[config.mk]
export PLATFORM = sky130hd
export DESIGN_NAME = voice_allocator_flat
export DESIGN_NICKNAME = d
export VERILOG_FILES = /design/src/rtl/voice_allocator_if.sv /design/src/rtl/voice_allocator.sv /design/src/flat_wrapper.sv
export SDC_FILE = /design/constraint.sdc
export NUM_CORES = 2
export LEC_CHECK = 0
export ABC_AREA = 1
export CORE_AREA = 2 2 655 657
export DETAILED_ROUTE_END_ITERATION = 6
export DIE_AREA = 0 0 657 659
export PLACE_DENSITY = 0.3
export SYNTH_ARGS = -nofsm -noshare
export SYNTH_HDL_FRONTEND = slang
export SYNTH_SLANG_ARGS = --single-unit
[constraint.sdc]
create_clock -name clk -period 2.4 [get_ports clk]
set_input_delay 0.48 -clock clk [delete_from_list [all_inputs] [get_ports clk]]
set_output_delay 0.48 -clock clk [all_outputs]
set_load 0.01 [all_outputs]
[src/rtl/voice_allocator_if.sv]
// Event channel into the voice allocator: one note-on/note-off event per handshake.
// An event transfers on a rising clk edge where ev_valid && ev_ready; the source holds all ev_* fields stable while ev_valid is high and not yet accepted.
interface voice_allocator_if #(
  parameter int NUM_BITS  = 32,
  parameter int NOTE_BITS = 7
);
  logic                 ev_valid;
  logic                 ev_ready;
  logic                 ev_on;
  logic [NOTE_BITS-1:0] ev_note;
  logic [NUM_BITS-1:0]  ev_velocity;
  logic [NUM_BITS-1:0]  ev_car_word;
  logic [NUM_BITS-1:0]  ev_mod_word;

  modport master (
    output ev_valid, ev_on, ev_note, ev_velocity, ev_car_word, ev_mod_word,
    input  ev_ready
  );

  modport slave (
    input  ev_valid, ev_on, ev_note, ev_velocity, ev_car_word, ev_mod_word,
    output ev_ready
  );
endinterface

[src/rtl/voice_allocator.sv]
// Polyphonic voice allocator: each accepted event scans every voice once, then commits
// a retrigger, a free-voice claim, a round-robin steal or a release into one voice slot.
module voice_allocator #(
  parameter int NUM_CHANNELS = 16,
  parameter int NUM_BITS     = 32,
  parameter int NOTE_BITS    = 7,
  localparam int IW          = (NUM_CHANNELS > 1) ? $clog2(NUM_CHANNELS) : 1
) (
  input  logic                             clk,
  input  logic                             rst,
  voice_allocator_if.slave                 ev,
  input  logic [NUM_CHANNELS-1:0]          available,
  output logic [NUM_BITS*NUM_CHANNELS-1:0] carrier_out,
  output logic [NUM_BITS*NUM_CHANNELS-1:0] modulator_out,
  output logic [NUM_BITS*NUM_CHANNELS-1:0] velocity_out,
  output logic [NUM_CHANNELS-1:0]          owned_mask,
  output logic                             steal_pulse,
  output logic                             miss_pulse,
  output logic [1:0]                       dbg_state_o,
  output logic [IW-1:0]                    dbg_steal_ptr_o
);

  typedef enum logic [1:0] {IDLE = 2'd0, SCAN = 2'd1, COMMIT = 2'd2} state_t;

  localparam logic [IW-1:0] LAST = IW'(NUM_CHANNELS - 1);

  state_t state_q, state_d;

  logic                 on_q;
  logic [NOTE_BITS-1:0] note_q;
  logic [NUM_BITS-1:0]  vel_in_q, car_in_q, mod_in_q;
  logic [IW-1:0]        idx_q;
  logic                 match_hit_q, free_hit_q;
  logic [IW-1:0]        match_idx_q, free_idx_q;
  logic [IW-1:0]        steal_ptr_q;
  logic                 steal_q, miss_q;

  logic [NUM_CHANNELS-1:0] owned_q;
  logic [NUM_BITS-1:0]     car_q [NUM_CHANNELS];
  logic [NUM_BITS-1:0]     mod_q [NUM_CHANNELS];
  logic [NUM_BITS-1:0]     vel_q [NUM_CHANNELS];
  logic [NOTE_BITS-1:0]    tag_q [NUM_CHANNELS];

  logic          accept;
  logic [IW-1:0] target;
  logic          do_steal;

  // Ready is gated by reset so the channel reads not-ready while the block is held.
  assign ev.ev_ready = rst && (state_q == IDLE);
  assign accept      = ev.ev_valid && ev.ev_ready;

  always_ff @(posedge clk or negedge rst) begin
    if (!rst) state_q <= IDLE;
    else      state_q <= state_d;
  end

  always_comb begin
    state_d = state_q;
    unique case (state_q)
      IDLE:    if (accept) state_d = SCAN;
      SCAN:    if (idx_q == LAST) state_d = COMMIT;
      COMMIT:  state_d = IDLE;
      default: state_d = IDLE;
    endcase
  end

  always_comb begin
    target   = steal_ptr_q;
    do_steal = 1'b0;
    if (match_hit_q)     target = match_idx_q;
    else if (free_hit_q) target = free_idx_q;
    else                 do_steal = on_q;
  end

  always_ff @(posedge clk or negedge rst) begin
    if (!rst) begin
      on_q        <= 1'b0;
      note_q      <= '0;
      vel_in_q    <= '0;
      car_in_q    <= '0;
      mod_in_q    <= '0;
      idx_q       <= '0;
      match_hit_q <= 1'b0;
      match_idx_q <= '0;
      free_hit_q  <= 1'b0;
      free_idx_q  <= '0;
      steal_ptr_q <= '0;
      steal_q     <= 1'b0;
      miss_q      <= 1'b0;
      owned_q     <= '0;
      for (int i = 0; i < NUM_CHANNELS; i++) begin
        car_q[i] <= '0;
        mod_q[i] <= '0;
        vel_q[i] <= '0;
        tag_q[i] <= '0;
      end
    end else begin
      steal_q <= 1'b0;
      miss_q  <= 1'b0;
      unique case (state_q)
        IDLE: begin
          if (accept) begin
            // A zero-velocity note-on is folded into a note-off here, once.
            on_q        <= ev.ev_on && (ev.ev_velocity != '0);
            note_q      <= ev.ev_note;
            vel_in_q    <= ev.ev_velocity;
            car_in_q    <= ev.ev_car_word;
            mod_in_q    <= ev.ev_mod_word;
            idx_q       <= '0;
            match_hit_q <= 1'b0;
            free_hit_q  <= 1'b0;
          end
        end
        SCAN: begin
          idx_q <= idx_q + 1'b1;
          if (!match_hit_q && owned_q[idx_q] && (tag_q[idx_q] == note_q)) begin
            match_hit_q <= 1'b1;
            match_idx_q <= idx_q;
          end
          if (!free_hit_q && !owned_q[idx_q] && available[idx_q]) begin
            free_hit_q <= 1'b1;
            free_idx_q <= idx_q;
          end
        end
        COMMIT: begin
          if (on_q) begin
            car_q[target]   <= car_in_q;
            mod_q[target]   <= mod_in_q;
            vel_q[target]   <= vel_in_q;
            tag_q[target]   <= note_q;
            owned_q[target] <= 1'b1;
            if (do_steal) begin
              steal_q     <= 1'b1;
              steal_ptr_q <= (steal_ptr_q == LAST) ? '0 : steal_ptr_q + 1'b1;
            end
          end else if (match_hit_q) begin
            // Tuning words stay put so the release tail keeps its pitch.
            vel_q[match_idx_q]   <= '0;
            owned_q[match_idx_q] <= 1'b0;
          end else begin
            miss_q <= 1'b1;
          end
        end
        default: ;
      endcase
    end
  end

  always_comb begin
    carrier_out   = '0;
    modulator_out = '0;
    velocity_out  = '0;
    for (int i = 0; i < NUM_CHANNELS; i++) begin
      carrier_out[i*NUM_BITS +: NUM_BITS]   = car_q[i];
      modulator_out[i*NUM_BITS +: NUM_BITS] = mod_q[i];
      velocity_out[i*NUM_BITS +: NUM_BITS]  = vel_q[i];
    end
  end

  assign owned_mask      = owned_q;
  assign steal_pulse     = steal_q;
  assign miss_pulse      = miss_q;
  assign dbg_state_o     = state_q;
  assign dbg_steal_ptr_o = steal_ptr_q;

endmodule
[src/flat_wrapper.sv]
// flat-port wrapper written by rule: the top's interface ports become plain ports
module voice_allocator_flat 
#(
  parameter int NUM_CHANNELS = 16,
  parameter int NUM_BITS     = 32,
  parameter int NOTE_BITS    = 7,
  localparam int IW          = (NUM_CHANNELS > 1) ? $clog2(NUM_CHANNELS) : 1
)
  (clk, rst, available, carrier_out, modulator_out, velocity_out, owned_mask, steal_pulse, miss_pulse, dbg_state_o, dbg_steal_ptr_o, ev_ev_valid, ev_ev_on, ev_ev_note, ev_ev_velocity, ev_ev_car_word, ev_ev_mod_word, ev_ev_ready);
  voice_allocator_if #(.NUM_BITS(NUM_BITS), .NOTE_BITS(NOTE_BITS)) ev_i ();
  input  logic clk;
  input  logic rst;
  input  logic [NUM_CHANNELS-1:0] available;
  output logic [NUM_BITS*NUM_CHANNELS-1:0] carrier_out;
  output logic [NUM_BITS*NUM_CHANNELS-1:0] modulator_out;
  output logic [NUM_BITS*NUM_CHANNELS-1:0] velocity_out;
  output logic [NUM_CHANNELS-1:0] owned_mask;
  output logic steal_pulse;
  output logic miss_pulse;
  output logic [1:0] dbg_state_o;
  output logic [IW-1:0] dbg_steal_ptr_o;
  input wire logic [$bits(ev_i.ev_valid)-1:0] ev_ev_valid;
  input wire logic [$bits(ev_i.ev_on)-1:0] ev_ev_on;
  input wire logic [$bits(ev_i.ev_note)-1:0] ev_ev_note;
  input wire logic [$bits(ev_i.ev_velocity)-1:0] ev_ev_velocity;
  input wire logic [$bits(ev_i.ev_car_word)-1:0] ev_ev_car_word;
  input wire logic [$bits(ev_i.ev_mod_word)-1:0] ev_ev_mod_word;
  output wire logic [$bits(ev_i.ev_ready)-1:0] ev_ev_ready;
  assign ev_i.ev_valid = ev_ev_valid;
  assign ev_i.ev_on = ev_ev_on;
  assign ev_i.ev_note = ev_ev_note;
  assign ev_i.ev_velocity = ev_ev_velocity;
  assign ev_i.ev_car_word = ev_ev_car_word;
  assign ev_i.ev_mod_word = ev_ev_mod_word;
  assign ev_ev_ready = ev_i.ev_ready;
  voice_allocator #(.NUM_CHANNELS(NUM_CHANNELS), .NUM_BITS(NUM_BITS), .NOTE_BITS(NOTE_BITS)) u_core (.clk(clk), .rst(rst), .ev(ev_i), .available(available), .carrier_out(carrier_out), .modulator_out(modulator_out), .velocity_out(velocity_out), .owned_mask(owned_mask), .steal_pulse(steal_pulse), .miss_pulse(miss_pulse), .dbg_state_o(dbg_state_o), .dbg_steal_ptr_o(dbg_steal_ptr_o));
endmodule
Word-level counts from Yosys, hierarchy flattened
Index checks and enable logic that the tools add are counted.
- register bits after elaboration: 1790
- bits of input ports: 123
- output and inout port bits: 1561
- logic and storage cells: 182
- $add $sub $neg: 2
- $lt $le $gt $ge: 10
- equality and inequality tests: 9
- multiplexer cells: 46
- bitwise logic cells: 8
- reductions and logical operators: 28
- operators with widths (cell ; count):
    $bwmux 512 ; 3
    $mux 512 ; 2
    $and 512x512->512 ; 1
    $not 512->512 ; 1
    $demux 32 s4 ; 2
    $bwmux 112 ; 1
    $mux 32 ; 2
    $mux 16 ; 2
    $reduce_bool 32->1 ; 1
    $bmux 7 s4 ; 1
    $demux 7 s4 ; 1
    $mux 7 ; 3
    $and 16x16->16 ; 1
    $mux 4 ; 4
    $not 16->16 ; 1
    $or 16x16->16 ; 1
    $ge 5x5->1 const B ; 3
    $lt 4x5->1 const B ; 3
    $mux 1 ; 15
    $not 4->5 ; 3
    $reduce_and 2->1 ; 7
    $logic_and 1x1->1 ; 11
    $lt 5x1->1 const B ; 2
    $reduce_and 3->1 ; 3
    16 further kinds ; 29

Depth between registers and ports, before layout
- depth in word-level cells: 9
- mapped depth: 18
- gate-level depth less buffers: 16

Worst setup path before layout
Ideal clock, no wire load.
- path type: input to register
- start: in rst
- end: reg u_core.mod_in_q[31]
- library setup time: 133 ps
- data arrival time: 1827 ps
- slack: 440 ps
- stages: 6
- cell sequence: nor3b_1 nand2_1 clkinv_1 clkbuf_1 clkbuf_1 o21ai_0
- longest elaborated chain between the ends: 3
- RTL lines (element ; RTL line ; text):
    from (decl) ; flat_wrapper.sv:12 ; input logic rst;
    $logic_and 1x1->1 ; voice_allocator.sv:49 ; assign ev.ev_ready = rst && (state_q == IDLE);
    $logic_and 1x1->1 ; voice_allocator.sv:50 ; assign accept = ev.ev_valid && ev.ev_ready;
    $reduce_and 2->1 (no line) ; n/a ;
    to (signal assigned) ; voice_allocator.sv:108 ; mod_in_q <= ev.ev_mod_word;
    to (decl) ; voice_allocator.sv:31 ; logic [NUM_BITS-1:0] vel_in_q, car_in_q, mod_in_q;
Every way passes these cells.
A chain may end at the register's enable or synchronous reset.

Worst setup path in the final report
- start: reg u_core.free_hit_q
- end: reg u_core.mod_q (netlist bit u_core.modulator_out[99])
- longest elaborated chain between the ends: 8
- elaborated cells on any way between the ends: 9
- classes of those cells: order compare (2); mux (5); bitwise (1); reduce/logical (1)
- RTL lines (element ; RTL line ; text):
    from (decl) ; voice_allocator.sv:33 ; logic match_hit_q, free_hit_q;
    from (signal assigned) ; voice_allocator.sv:85 ; free_hit_q <= 1'b0;
    from (signal assigned) ; voice_allocator.sv:111 ; free_hit_q <= 1'b0;
    from (signal assigned) ; voice_allocator.sv:121 ; free_hit_q <= 1'b1;
    $mux 4 * ; voice_allocator.sv:71 ; else if (free_hit_q) target = free_idx_q;
    $mux 4 * ; voice_allocator.sv:70 ; if (match_hit_q) target = match_idx_q;
    $not 4->5 (not written as such) * ; voice_allocator.sv:128 ; mod_q[target] <= mod_in_q;
    $ge 5x5->1 (not written as such) or $lt 5x1->1 (tied branches) ; voice_allocator.sv:128 ;
    $logic_and 1x1->1 (not written as such) ; voice_allocator.sv:128 ;
    $mux 32 (not written as such) ; voice_allocator.sv:128 ;
    $demux 32 s4 * ; voice_allocator.sv:128 ;
    $bwmux 512 * ; voice_allocator.sv:128 ;
    to (signal, indexed assignment) ; voice_allocator.sv:128 ;
    to (decl) ; voice_allocator.sv:40 ; logic [NUM_BITS-1:0] mod_q [NUM_CHANNELS];
Mark *: on every way between the ends. The rest lies on a longest branch, timed or not.

==> impl_metrics.tcl <==
set metrics [dict create \
    cp_cell_sequence "o21ai_2 > nand2_1 > o21ai_2 > nand2_4 > buf_12 > nor3_4 > nand2_4 > buf_12 > buf_12 > nand2_1 > o21ai_1" \
    drtIter0Drc 4037 \
    cp_num_cells 11 \
    synth_area_mm2 0.0659 \
    clock.fmax_ghz 0.428 \
    wl_per_cell_um 27.9 \
    yosys.cell_types.count 37 \
    seq_area_frac_synth 0.679 \
    crit_arrival_ns 3.12 \
    clock_skew_ns 0.0721 \
    final_util 0.235 \
    vias 56100 \
    ys_ff_latch 1790 \
    grt_pass1_wl_um 529000 \
    postRouteWirelength_um 400000 \
    drcViolationCount 0 \
    globalRouteTotalUtil 0.177 \
    insertion_delay_ns 0.94 \
    slew_headroom 0.459 \
    clk_pin_slew_ns 0.06 \
    outcome "finished clean" \
    cts_tree "built" \
    syn-num-nets 6646 \
    synthFlopType "dfrtp_1" \
    syn_area_per_cell_um2 10.1 \
    path_max_fanout 37 \
    netlist_instances 6521 \
    rsz0062_at_grt "yes" \
    max_stage_delay_ns 0.49 \
    multi_input_area_mm2 0.0170 \
    required_ns 3.19 \
    critical_path.slowest_cell "dfrtp_2" \
    critPathBufInv 3 \
    io_pins 1684 \
    finalCritPeriodShare 0.973 \
    n_fill_cell 46600 \
    cp_top_family "simple AND/OR/NAND/NOR gates" \
    powerDensity_mw_per_mm2 928 \
    vias_per_cell 3.92 \
    fin_crit_ns 2.34 \
    antenna_found_initial 133 \
    maxCapViolCount 0 \
    critPathLaunchType "flip-flop" \
    port_buffers 1683 \
    firstDrtPassIters 5 \
    grt_overflow 0 \
    core_area_mm2 0.426 \
    yosysTopAreaCellShare 0.679 \
    initial_core_util 0.155 \
    areaGrowthSynthToFinish_pct 51.4 \
    yosys-top-cells-area "dfrtp_1 (68%), o21ai_0 (9.8%), nand2_1 (8.6%)" \
    hpwl_um 290000 \
    min_path_cells 3 \
    seq_area_mm2 0.0448 \
    power.leakage_nw 50.3 \
    cts_buffers 229 \
    grt_max_degree 120 \
    hold_violations 0 \
    tightest_slew_ns 0.812 \
    grt_pass1_vias 56200 \
    die-area_mm2 0.433 \
    rows 240 \
    dieWidth_um 657 \
    drive_above_1_share 0.106 \
    async_flop_share 1.00 \
    yosys.area.top_type "dfrtp_1" \
    cp-end-kind "flip-flop" \
    ir_worst_vdd_uv 629 \
    final_max_slew_viol_count 0 \
    crit_type "flip-flop to flip-flop" \
    cts_sinks 1790 \
    finalWeightedCongestion 0.803 \
    cts_buffer_depth 4 \
    tns_ns 0 \
    hold_path_class "input port to flip-flop" \
    root_buffer "clkbuf_16" \
    yosysWarnings 0 \
    synth_most_common_cell "dfrtp_1" \
    synth_edf_count 0 \
    setup_viol 0 \
    rr_worst_depth 11 \
    die_y_um 659 \
    crit_path_frequent_cell "buf_12" \
    ant_nets 0 \
    nNetsFinal 8515 \
    htreeDepth 4 \
    synthTopCellsByCount "dfrtp_1 (1790), nand2_1 (1518), o21ai_0 (1288), inv_1 (614), o22ai_1 (417)" \
]
[cells by family (layout without fill, tap and decap cells)]
| kind of cell | after synthesis | after routing | share of synthesized area |
|---|---|---|---|
| compound gates | 1825 | 1825 | 0.148 |
| xor+xnor | 2 | 2 | 0.000266 |
| other cells | 0 | 47 | 0 |
| buf+inv | 1134 | 3187 | 0.0673 |
| simple gates | 1768 | 1768 | 0.105 |
| fa+ha+maj | 2 | 2 | 0.000379 |
| flops | 1790 | 1790 | 0.679 |
[tightest hold or removal path, delay by kind of cell]
family | cells | cell delay, ns
simple gates | 1 | 0.06
compound gates | 1 | 0.06
buf+inv | 1 | 0.40
[flip-flops by register name (all words and copies together), names as in the netlist, 7 cells and up]
| name | cells |
|---|---|
| u_core.owned_mask | 16 |
| u_core.car_in_q | 32 |
| u_core.vel_in_q | 32 |
| u_core.velocity_out | 512 |
| u_core.modulator_out | 512 |
| u_core.mod_in_q | 32 |
| u_core.note_q | 7 |
| u_core.tag_q | 112 |
| u_core.carrier_out | 512 |
[final timing paths]
path / startpoint / end / slack [ns]
min in group asynchronous: rst / u_core.carrier_out[367] / 0.57
max in group asynchronous: rst / u_core.tag_q[56] / 0.90
min: ev_ev_car_word[3] / u_core.car_in_q[3] / 0.13
min reg2reg: u_core.carrier_out[65] / u_core.carrier_out[65] / 0.48
max: u_core.free_hit_q / u_core.modulator_out[99] / 0.06
max reg2reg: u_core.free_hit_q / u_core.modulator_out[99] / 0.06
[metrics by stage]
step                hold slack [ns]  std cells  cell area [µm²]  total power (W)  setup slack, ns
finish                        0.130      14300            99900           0.0927           0.0649
global route                 0.0632      14300            99800           0.0970          -0.0504
CTS                         0.00667      14200            99300           0.0946           -0.153
detailed placement            0.472      13800            93400           0.0593           -0.318
global placement              0.466      13800            93400           0.0593           -0.270
floorplan                     0.184       6521            65900           0.0411            0.440
[where the power goes]
part | leakage [nW] | switching, W | internal, W
clock | 3.71 | 0.0147 | 0.0204
combinational | 22.1 | 0.0179 | 0.00602
sequential | 24.5 | 0.00127 | 0.0324
total | 50.3 | 0.0339 | 0.0588
[cell usage in the layout, fill, tap and decap left out, types with 6 or more instances in the layout]
cell             synthesis  routed
a21oi_1                 15      15
buf_12                   0     164
buf_4                    4     274
buf_6                    0       6
bufinv_16                0       9
clkbuf_1               352      57
clkbuf_16                0     239
clkbuf_8                 0      58
clkdlybuf4s50_1          0     230
clkinv_2                 0      41
clkinvlp_4               0       6
dfrtp_1               1790    1783
dfrtp_2                  0       7
diode_2                  0      47
dlygate4sd2_1            0    1433
dlymetal6s2s_1           0      13
inv_1                  614     605
inv_2                   11      13
nand2_1               1518    1505
nand2_2                  4       7
nand2_4                  0      10
nand3_1                140     138
nand4_1                  7       7
nor2_1                  66      59
nor2_2                   5       7
nor2_4                   5      10
nor3_2                   1       6
o211ai_1                 6       6
o21ai_0               1288    1282
o21ai_1                 81      81
o21ai_2                  4       6
o22ai_1                417     417
[metal layers]
| layer | part of all wire | up-vias | track usage |
|---|---|---|---|
| met5 | 0.00030 | - | 0 |
| met4 | 0.037 | 18 | 0.0577 |
| met3 | 0.062 | 513 | 0.0415 |
| met2 | 0.48 | 1931 | 0.300 |
| met1 | 0.42 | 28500 | 0.222 |
| li1 | - | 25200 | - |
[cell type report]
class	instances	area share
antenna	47	0.00118
sequential	1790	0.449
clock inverter	69	0.00725
tap	5687	0.0713
timing repair buffer	2146	0.209
clock buffer	346	0.0680
inverter	626	0.0241
multi-input combinational	3597	0.170
[what timing repair did]
action                      CTS  global route
gates resized for setup    1471            56
pin swaps                     5             5
hold endpoints to repair     57             0
setup buffers                 8             9
setup endpoints to repair  1918           502
hold buffers                  3             0
cloned                        0             8
No activity file was read; power rests on OpenSTA's default activity.
